$ cat config.mk
export PLATFORM = sky130hd
export DESIGN_NAME = ps2_kbd_io_flat
export DESIGN_NICKNAME = d
export VERILOG_FILES = /design/src/rtl/ps2_kbd_pkg.sv /design/src/rtl/ps2_kbd_io_if.sv /design/src/rtl/kbd_fifo.sv /design/src/rtl/ps2_kbd_io.sv /design/src/flat_wrapper.sv
export SDC_FILE = /design/constraint.sdc
export NUM_CORES = 1
export LEC_CHECK = 0
export CORE_ASPECT_RATIO = 0.7
export CORE_MARGIN = 2
export CORE_UTILIZATION = 40
export CTS_BUF_LIST = sky130_fd_sc_hd__clkbuf_4
export DETAILED_ROUTE_END_ITERATION = 16
export GPL_TIMING_DRIVEN = 0
export PLACE_DENSITY_LB_ADDON = 0.2
export SYNTH_ARGS = -nofsm -noshare
export SYNTH_HDL_FRONTEND = slang
export SYNTH_SLANG_ARGS = --single-unit
export TNS_END_PERCENT = 10
$ cat constraint.sdc
create_clock -name clk -period 2.4 [get_ports clk]
set_clock_uncertainty 0.1 [all_clocks]
set_input_delay 0.6 -clock clk [delete_from_list [all_inputs] [get_ports clk]]
set_output_delay 0.6 -clock clk [all_outputs]
set_load 0.01 [all_outputs]
$ cat src/rtl/ps2_kbd_pkg.sv
// Shared constants and types for the PS/2 keyboard I/O responder.
package ps2_kbd_pkg;

  localparam int unsigned ADDR_DATA    = 0;
  localparam int unsigned ADDR_STATUS  = 4;
  localparam int unsigned ADDR_SEL_BIT = 2;

  localparam int unsigned BIT_READY = 31;
  localparam int unsigned BIT_OVF   = 30;
  localparam int unsigned BIT_FERR  = 29;
  localparam int unsigned CNT_LSB   = 8;

  localparam int unsigned CTL_FLUSH     = 0;
  localparam int unsigned CTL_CLR_FLAGS = 1;

  localparam int unsigned FRAME_BITS = 11;

  typedef enum logic {StIdle, StRecv} rx_state_e;

  // Frame is {stop, parity, data[7:0], start}; odd parity over data+parity.
  function automatic logic frame_ok(input logic [10:0] f);
    return !f[0] && f[10] && (^f[9:1]);
  endfunction

endpackage

$ cat src/rtl/ps2_kbd_io_if.sv
// CPU I/O bus signals seen by the keyboard responder.
interface ps2_kbd_io_if;
  logic        io_rdn;
  logic        io_wrn;
  logic [31:0] m_addr;
  logic [31:0] d_t_mem;
  logic [31:0] d_io;
  logic        irq;

  modport master (output io_rdn, output io_wrn, output m_addr, output d_t_mem,
                  input d_io, input irq);
  modport slave  (input io_rdn, input io_wrn, input m_addr, input d_t_mem,
                  output d_io, output irq);
endinterface

$ cat src/rtl/kbd_fifo.sv
// Byte FIFO with show-ahead output; push at full is accepted when a pop coincides.
module kbd_fifo #(
  parameter int unsigned AW = 3
) (
  input  logic        clk,
  input  logic        rst,
  input  logic        i_push,
  input  logic        i_pop,
  input  logic        i_flush,
  input  logic [7:0]  i_din,
  output logic [7:0]  o_dout,
  output logic [AW:0] o_count,
  output logic        o_full,
  output logic        o_empty
);
  localparam int unsigned DEPTH = 1 << AW;

  logic [7:0]    r_mem [DEPTH];
  logic [AW-1:0] r_wptr;
  logic [AW-1:0] r_rptr;
  logic [AW:0]   r_count;
  logic          w_do_push;
  logic          w_do_pop;

  assign o_empty   = (r_count == '0);
  assign o_full    = (r_count == (AW+1)'(DEPTH));
  assign w_do_pop  = i_pop & ~o_empty;
  assign w_do_push = i_push & (~o_full | w_do_pop);

  always_ff @(posedge clk or posedge rst) begin
    if (rst) begin
      r_wptr  <= '0;
      r_rptr  <= '0;
      r_count <= '0;
    end else if (i_flush) begin
      r_wptr  <= '0;
      r_rptr  <= '0;
      r_count <= '0;
    end else begin
      if (w_do_push) r_wptr <= r_wptr + 1'b1;
      if (w_do_pop)  r_rptr <= r_rptr + 1'b1;
      if (w_do_push && !w_do_pop)      r_count <= r_count + 1'b1;
      else if (w_do_pop && !w_do_push) r_count <= r_count - 1'b1;
    end
  end

  always_ff @(posedge clk) begin
    if (w_do_push && !i_flush) r_mem[r_wptr] <= i_din;
  end

  assign o_dout  = r_mem[r_rptr];
  assign o_count = r_count;

endmodule

$ cat src/rtl/ps2_kbd_io.sv
// PS/2 keyboard receiver with scan-code FIFO, served over the CPU I/O bus.
module ps2_kbd_io
  import ps2_kbd_pkg::*;
#(
  parameter int unsigned FIFO_AW     = 3,
  parameter int unsigned SYNC_STAGES = 3,
  parameter int unsigned TIMEOUT     = 5000
) (
  input logic         clk,
  input logic         clr,
  input logic         ps2_clk,
  input logic         ps2_data,
  ps2_kbd_io_if.slave bus
);
  localparam int unsigned TW = $clog2(TIMEOUT + 1);
  localparam logic [TW-1:0] TMO_LIMIT = TW'(TIMEOUT);

  logic [SYNC_STAGES-1:0] r_clk_sync;
  logic [SYNC_STAGES-1:0] r_dat_sync;
  logic                   r_clk_prev;
  rx_state_e              r_state, w_state_nx;
  logic [3:0]             r_bitcnt, w_bitcnt_nx;
  logic [10:0]            r_shift, w_shift_nx;
  logic [TW-1:0]          r_tmo, w_tmo_nx;
  logic                   r_push, w_push_nx;
  logic [7:0]             r_byte;
  logic                   r_ovf, r_ferr;
  logic                   w_ferr_set, w_edge, w_bit;
  logic [10:0]            w_frame;
  logic                   w_rd, w_wr, w_sel_status, w_pop, w_flush, w_clr_flags, w_ovf_set;
  logic [7:0]             w_head;
  logic [FIFO_AW:0]       w_count;
  logic                   w_full, w_empty;
  logic [31:0]            w_rdata;
  logic                   w_unused_bits;

  always_ff @(posedge clk or posedge clr) begin
    if (clr) begin
      r_clk_sync <= '1;
      r_dat_sync <= '1;
      r_clk_prev <= 1'b1;
    end else begin
      r_clk_sync <= {r_clk_sync[SYNC_STAGES-2:0], ps2_clk};
      r_dat_sync <= {r_dat_sync[SYNC_STAGES-2:0], ps2_data};
      r_clk_prev <= r_clk_sync[SYNC_STAGES-1];
    end
  end

  assign w_edge  = r_clk_prev & ~r_clk_sync[SYNC_STAGES-1];
  assign w_bit   = r_dat_sync[SYNC_STAGES-1];
  assign w_frame = {w_bit, r_shift[10:1]};

  always_comb begin
    w_state_nx  = r_state;
    w_bitcnt_nx = r_bitcnt;
    w_shift_nx  = r_shift;
    w_tmo_nx    = '0;
    w_push_nx   = 1'b0;
    w_ferr_set  = 1'b0;
    case (r_state)
      StIdle: begin
        if (w_edge && !w_bit) begin
          w_state_nx  = StRecv;
          w_bitcnt_nx = 4'd1;
          w_shift_nx  = w_frame;
        end
      end
      StRecv: begin
        if (w_edge) begin
          w_shift_nx = w_frame;
          if (r_bitcnt == 4'(FRAME_BITS - 1)) begin
            w_state_nx  = StIdle;
            w_bitcnt_nx = '0;
            w_push_nx   = frame_ok(w_frame);
            w_ferr_set  = ~frame_ok(w_frame);
          end else begin
            w_bitcnt_nx = r_bitcnt + 4'd1;
          end
        end else if (r_tmo == TMO_LIMIT) begin
          // Stalled partial frame: abandon it silently.
          w_state_nx  = StIdle;
          w_bitcnt_nx = '0;
        end else begin
          w_tmo_nx = r_tmo + 1'b1;
        end
      end
      default: w_state_nx = StIdle;
    endcase
  end

  always_ff @(posedge clk or posedge clr) begin
    if (clr) begin
      r_state  <= StIdle;
      r_bitcnt <= '0;
      r_shift  <= '0;
      r_tmo    <= '0;
      r_push   <= 1'b0;
      r_byte   <= '0;
    end else begin
      r_state  <= w_state_nx;
      r_bitcnt <= w_bitcnt_nx;
      r_shift  <= w_shift_nx;
      r_tmo    <= w_tmo_nx;
      r_push   <= w_push_nx;
      if (w_push_nx) r_byte <= w_frame[8:1];
    end
  end

  // A write alongside a read suppresses the pop; the read still sees the pre-write word.
  assign w_rd         = ~bus.io_rdn;
  assign w_wr         = ~bus.io_wrn;
  assign w_sel_status = bus.m_addr[ADDR_SEL_BIT];
  assign w_pop        = w_rd & ~w_wr & ~w_sel_status;
  assign w_flush      = w_wr & w_sel_status & bus.d_t_mem[CTL_FLUSH];
  assign w_clr_flags  = w_wr & w_sel_status & bus.d_t_mem[CTL_CLR_FLAGS];
  assign w_ovf_set    = r_push & w_full & ~w_pop & ~w_flush;

  always_ff @(posedge clk or posedge clr) begin
    if (clr) begin
      r_ovf  <= 1'b0;
      r_ferr <= 1'b0;
    end else begin
      r_ovf  <= w_ovf_set | (r_ovf & ~w_clr_flags);
      r_ferr <= w_ferr_set | (r_ferr & ~w_clr_flags);
    end
  end

  kbd_fifo #(
    .AW(FIFO_AW)
  ) u_fifo (
    .clk     (clk),
    .rst     (clr),
    .i_push  (r_push),
    .i_pop   (w_pop),
    .i_flush (w_flush),
    .i_din   (r_byte),
    .o_dout  (w_head),
    .o_count (w_count),
    .o_full  (w_full),
    .o_empty (w_empty)
  );

  always_comb begin
    w_rdata                          = '0;
    w_rdata[BIT_READY]               = ~w_empty;
    w_rdata[BIT_OVF]                 = r_ovf;
    w_rdata[BIT_FERR]                = r_ferr;
    w_rdata[CNT_LSB +: FIFO_AW + 1]  = w_count;
    w_rdata[7:0]                     = w_empty ? 8'h00 : w_head;
  end

  assign bus.d_io = w_rdata;
  assign bus.irq  = ~w_empty;

  assign w_unused_bits = ^{bus.m_addr[31:3], bus.m_addr[1:0], bus.d_t_mem[31:2]};

endmodule
$ cat src/flat_wrapper.sv
// flat-port wrapper written by rule: the top's interface ports become plain ports
module ps2_kbd_io_flat import ps2_kbd_pkg::*;
#(
  parameter int unsigned FIFO_AW     = 3,
  parameter int unsigned SYNC_STAGES = 3,
  parameter int unsigned TIMEOUT     = 5000
)
  (clk, clr, ps2_clk, ps2_data, bus_io_rdn, bus_io_wrn, bus_m_addr, bus_d_t_mem, bus_d_io, bus_irq);
  ps2_kbd_io_if bus_i ();
  input logic clk;
  input logic clr;
  input logic ps2_clk;
  input logic ps2_data;
  input wire logic [$bits(bus_i.io_rdn)-1:0] bus_io_rdn;
  input wire logic [$bits(bus_i.io_wrn)-1:0] bus_io_wrn;
  input wire logic [$bits(bus_i.m_addr)-1:0] bus_m_addr;
  input wire logic [$bits(bus_i.d_t_mem)-1:0] bus_d_t_mem;
  output wire logic [$bits(bus_i.d_io)-1:0] bus_d_io;
  output wire logic [$bits(bus_i.irq)-1:0] bus_irq;
  assign bus_i.io_rdn = bus_io_rdn;
  assign bus_i.io_wrn = bus_io_wrn;
  assign bus_i.m_addr = bus_m_addr;
  assign bus_i.d_t_mem = bus_d_t_mem;
  assign bus_d_io = bus_i.d_io;
  assign bus_irq = bus_i.irq;
  ps2_kbd_io #(.FIFO_AW(FIFO_AW), .SYNC_STAGES(SYNC_STAGES), .TIMEOUT(TIMEOUT)) u_core (.clk(clk), .clr(clr), .ps2_clk(ps2_clk), .ps2_data(ps2_data), .bus(bus_i));
endmodule
==> summary.txt <==
Yosys
  • Post-Syn Area per Cell: about 14 sq um
  • YS warnings: 0
  • Unique masters post-synth: just under 50
  • Top_reg_cell synth: edfxtp_1
  • Dominant cell type by area after synthesis: edfxtp_1
  • Share of the synthesized area in the top cell type: a little over a third
  • Post-synth EDFFs: 64
  • Seq/Total Area, Yosys: a little under two thirds
  • Cells after synthesis: 367
  • Asr flop ratio synth: 46.7%
  • Post-Synthesis Cell Area: approximately 5300 sq um
  • Yosys reg bits: 120
  • Synth area leaders: edfxtp_1 37%, dfrtp_1 23%, mux4_2 6.9%, mux2_2 3.9%, dfstp_2 3.5%

Floorplanning
  • Std-Cell Rows: 34
  • Core area: between 10000 and 15000 sq um
  • Initial core utilization: ~42%
  • Die Y: roughly 100 um
  • Die ar.: roughly 14000 sq um
  • I/O pin total: roughly 100
  • Chip Width: around 140 um

Setup path
  • Reg2reg path depth: 10
  • RR Endpoint: u_core.u_fifo.o_count[3]$_DFFE_PP0P_
  • R2R setup slack: -0.36 ns
  • CP endpoint kind: primary output
  • Critical Path Start Type: flip-flop
  • Critical path class: flip-flop to primary output
  • WP data required: ~1.7 ns
  • Worst r2r src: u_core.u_fifo.o_count[1]$_DFFE_PP0P_
  • Crit path from: u_core.u_fifo.r_rptr[0]$_DFFE_PP0P_
  • Worst EP arrival: about 2.1 ns
  • Crit-path max FO: 5

Timing
  • Slew Viols, Final: 0
  • Tightest Pin Transition: between 0.7 and 0.8 ns
  • Final worst slack: -0.377 ns
  • Hold WS: 0.260 ns
  • Slew HR: between 50% and 60%
  • Final setup fails: 11
  • Final Critical Period: around 2.8 ns
  • Setup repair after global routing missed its margin: true
  • Max frequency: 360 MHz
  • Tcrit/Tclk final: 116%
  • Final Hold Viols: 0

Power and ir drop
  • Lkg Pwr: 0.00242 uW
  • Peak supply drop: about 0.76 mV
  • Reg power frac: ~45%
  • Net Sw Power: ~1800 uW
  • Clock network power share: around 22%
  • Pwr/cell area: 906 nW/um^2
  • Sw Share: 30.9%
  • Int Pwr: 3920 uW
  • Gate power share: 33.2%

Drt
  • Via Count: roughly 3000
  • DR DRC count: 0
  • Wire per inst: around 16 um
  • Detailed Route Iter0 Violations: 243
  • 1st-pass router iterations: 4
  • DRT Wirelength: approximately 10000 um
  • Detail Route Antenna Nets: 0
  • Routed vias/inst: just under 5

Job
  • Max-cap viol count: 0

Layout
  • Synth-to-Final Area Change: 19.2%
  • Filler instances: approximately 1100
  • Multi-input logic area: approximately 1800 sq um
  • Finished Layout Cells: about 620
  • End-of-flow core utilization: between 40% and 50%
  • Commonest non-fill, non-tap cells in the layout: 64 x edfxtp_1, 44 x dfrtp_1, 37 x nor2_1
  • Final #Nets: 520
  • Share of cells above drive strength 1: around 33%
  • # diodes: 0
  • Register Area: ~3300 sq um
  • Commonest non-fill, non-tap cell in the layout: edfxtp_1

Clock tree
  • CTS sink cnt: 120
  • H-Tree Depth: 4
  • Clock Tree Root: clkbuf_4
  • Skew-Pair Late Insertion Delay: between 0.4 and 0.5 ns
  • CTS Buffer Depth: 2
  • CTS tree: done
  • Clock transition at the registers of the reported paths: roughly 0.10 ns
  • CTS Buf Count: 17

Min path
  • Worst hold path stage count: 0
  • Hold crit path type: flip-flop to flip-flop
  • Worst hold start: u_core.r_clk_sync[0]$_DFF_PP1_
  • Worst Hold Endpoint: u_core.r_clk_sync[1]$_DFF_PP1_

Placed design
  • Placed Cells: 570
  • Dpl hpwl: ~6600 um
  • GP Congestion: just under 0.8
  • Port-buffer cells: 24

Global route
  • Initial antenna violation count: 0
  • Number of global-route vias before repair: ~3000
  • First-pass GRT wire length: about 16000 um
  • Largest net degree at the start of global routing: approximately 40
  • Global route overflow: 0
  • GR Util All Layers: 15.5%

Status
  • Status: finished, violations left
  • Failing checks: negative setup slack
-- final cells by class --
class                      instances  area share, %
tap                              162           3.24
sequential                       120           53.3
clock buffer                      24           2.88
inverter                          12          0.759
buffer                            30           3.94
multi-input combinational        220           29.3
clock inverter                     8          0.939
timing repair buffer              40           5.67
-- cells by family after synthesis --
group / Yosys count / share of synthesized area, %
AO/OA/AOI/OAI: 21 / 2.43
flip-flops: 120 / 63.4
adder cells (fa/ha/maj): 9 / 2.29
buffers and inverters: 43 / 4.62
multiplexers: 44 / 12.8
AND/OR/NAND/NOR: 106 / 10.1
other: 1 / 0.0714
XOR/XNOR: 23 / 4.24
-- registers in the layout, indices dropped and copies added (netlist names) --
register               cells
u_core.r_byte              8
u_core.u_fifo.o_count      4
u_core.r_state             1
u_core.u_fifo.r_mem       64
u_core.r_clk_prev          1
u_core.r_ferr              1
u_core.r_clk_sync          3
u_core.r_shift            10
u_core.r_dat_sync          3
u_core.r_ovf               1
u_core.r_bitcnt            4
u_core.u_fifo.r_rptr       3
u_core.r_push              1
u_core.u_fifo.r_wptr       3
u_core.r_tmo              13
-- synth_stat cells (all sizes together) (3+ instances only) --
master / n
and3: 3
clkbuf: 5
inv: 12
or3: 3
o21ai: 8
or4bb: 3
mux4: 16
nor3: 6
nand2: 19
dfrtp: 49
nand4: 3
xnor2: 11
mux2: 20
edfxtp: 64
a21oi: 5
buf: 26
xor2: 11
dfstp: 7
mux2i: 8
ha: 8
nor2: 43
nand3: 13
-- stage by stage --
stage               setup WS (ns)  instance area [sq um]  setup TNS (ns)  total power (uW)
floorplan                  -0.462                   5320           -2.99              3660
global placement            -1.18                   5760         -112.33              4170
detailed placement          -1.22                   5780          -72.27              4220
CTS                        -0.442                   6250           -5.10              5750
global route               -0.501                   6260           -4.59              6020
finish                     -0.377                   6260           -2.98              5670
-- routing by layer --
layer  GRT usage (%)  up-vias  share of wire, %  routed length, um
li1                -     1435                 -                  -
met1            23.0     1511                50               4950
met2            22.3       64                45               4490
met3            5.01        2               5.2                520
met4            3.92        0              0.29                 29
met5               0        -                 0                  0
-- worst max path at each step --
| stage | to | slack (ns) | cells past startpoint |
|---|---|---|---|
| after floorplan | u_core.u_fifo.o_count[3]$_DFFE_PP0P_ | -0.46 | 10 |
| after CTS | bus_d_io[6] | -0.44 | 7 |
| final | bus_d_io[6] | -0.38 | 6 |
| after global placement | u_core.u_fifo.r_mem[0][4]$_DFFE_PP_ | -1.18 | 6 |
| after detailed placement | u_core.u_fifo.r_mem[1][4]$_DFFE_PP_ | -1.22 | 6 |
| after global routing | bus_d_io[3] | -0.50 | 6 |
-- critical path, stage by stage (launching register included) --
cell	delay, ns
dfrtp_1	0.40
buf_8	0.14
buf_12	0.12
mux4_2	0.54
mux2i_2	0.18
nor2_1	0.07
buf_2	0.14
-- power by group through the flow --
stage | combinational, uW | clock [uW] | sequential (uW)
2_1_floorplan | 1150 | 0 | 2510
3_3_place_gp | 1630 | 0 | 2540
3_5_place_dp | 1670 | 0 | 2550
4_1_cts | 1920 | 1300 | 2520
5_1_grt | 2060 | 1400 | 2560
6_report | 1880 | 1260 | 2530
-- timing repair --
action | CTS | global route
buffers inserted | 15 | 0
hold buffers | 0 | 0
gates cloned | 1 | 0
gates resized for setup | 77 | 10
setup endpoints to repair | 77 | 80
pin swaps | 7 | 3
Note: power is estimated with default switching activity, not from simulation.
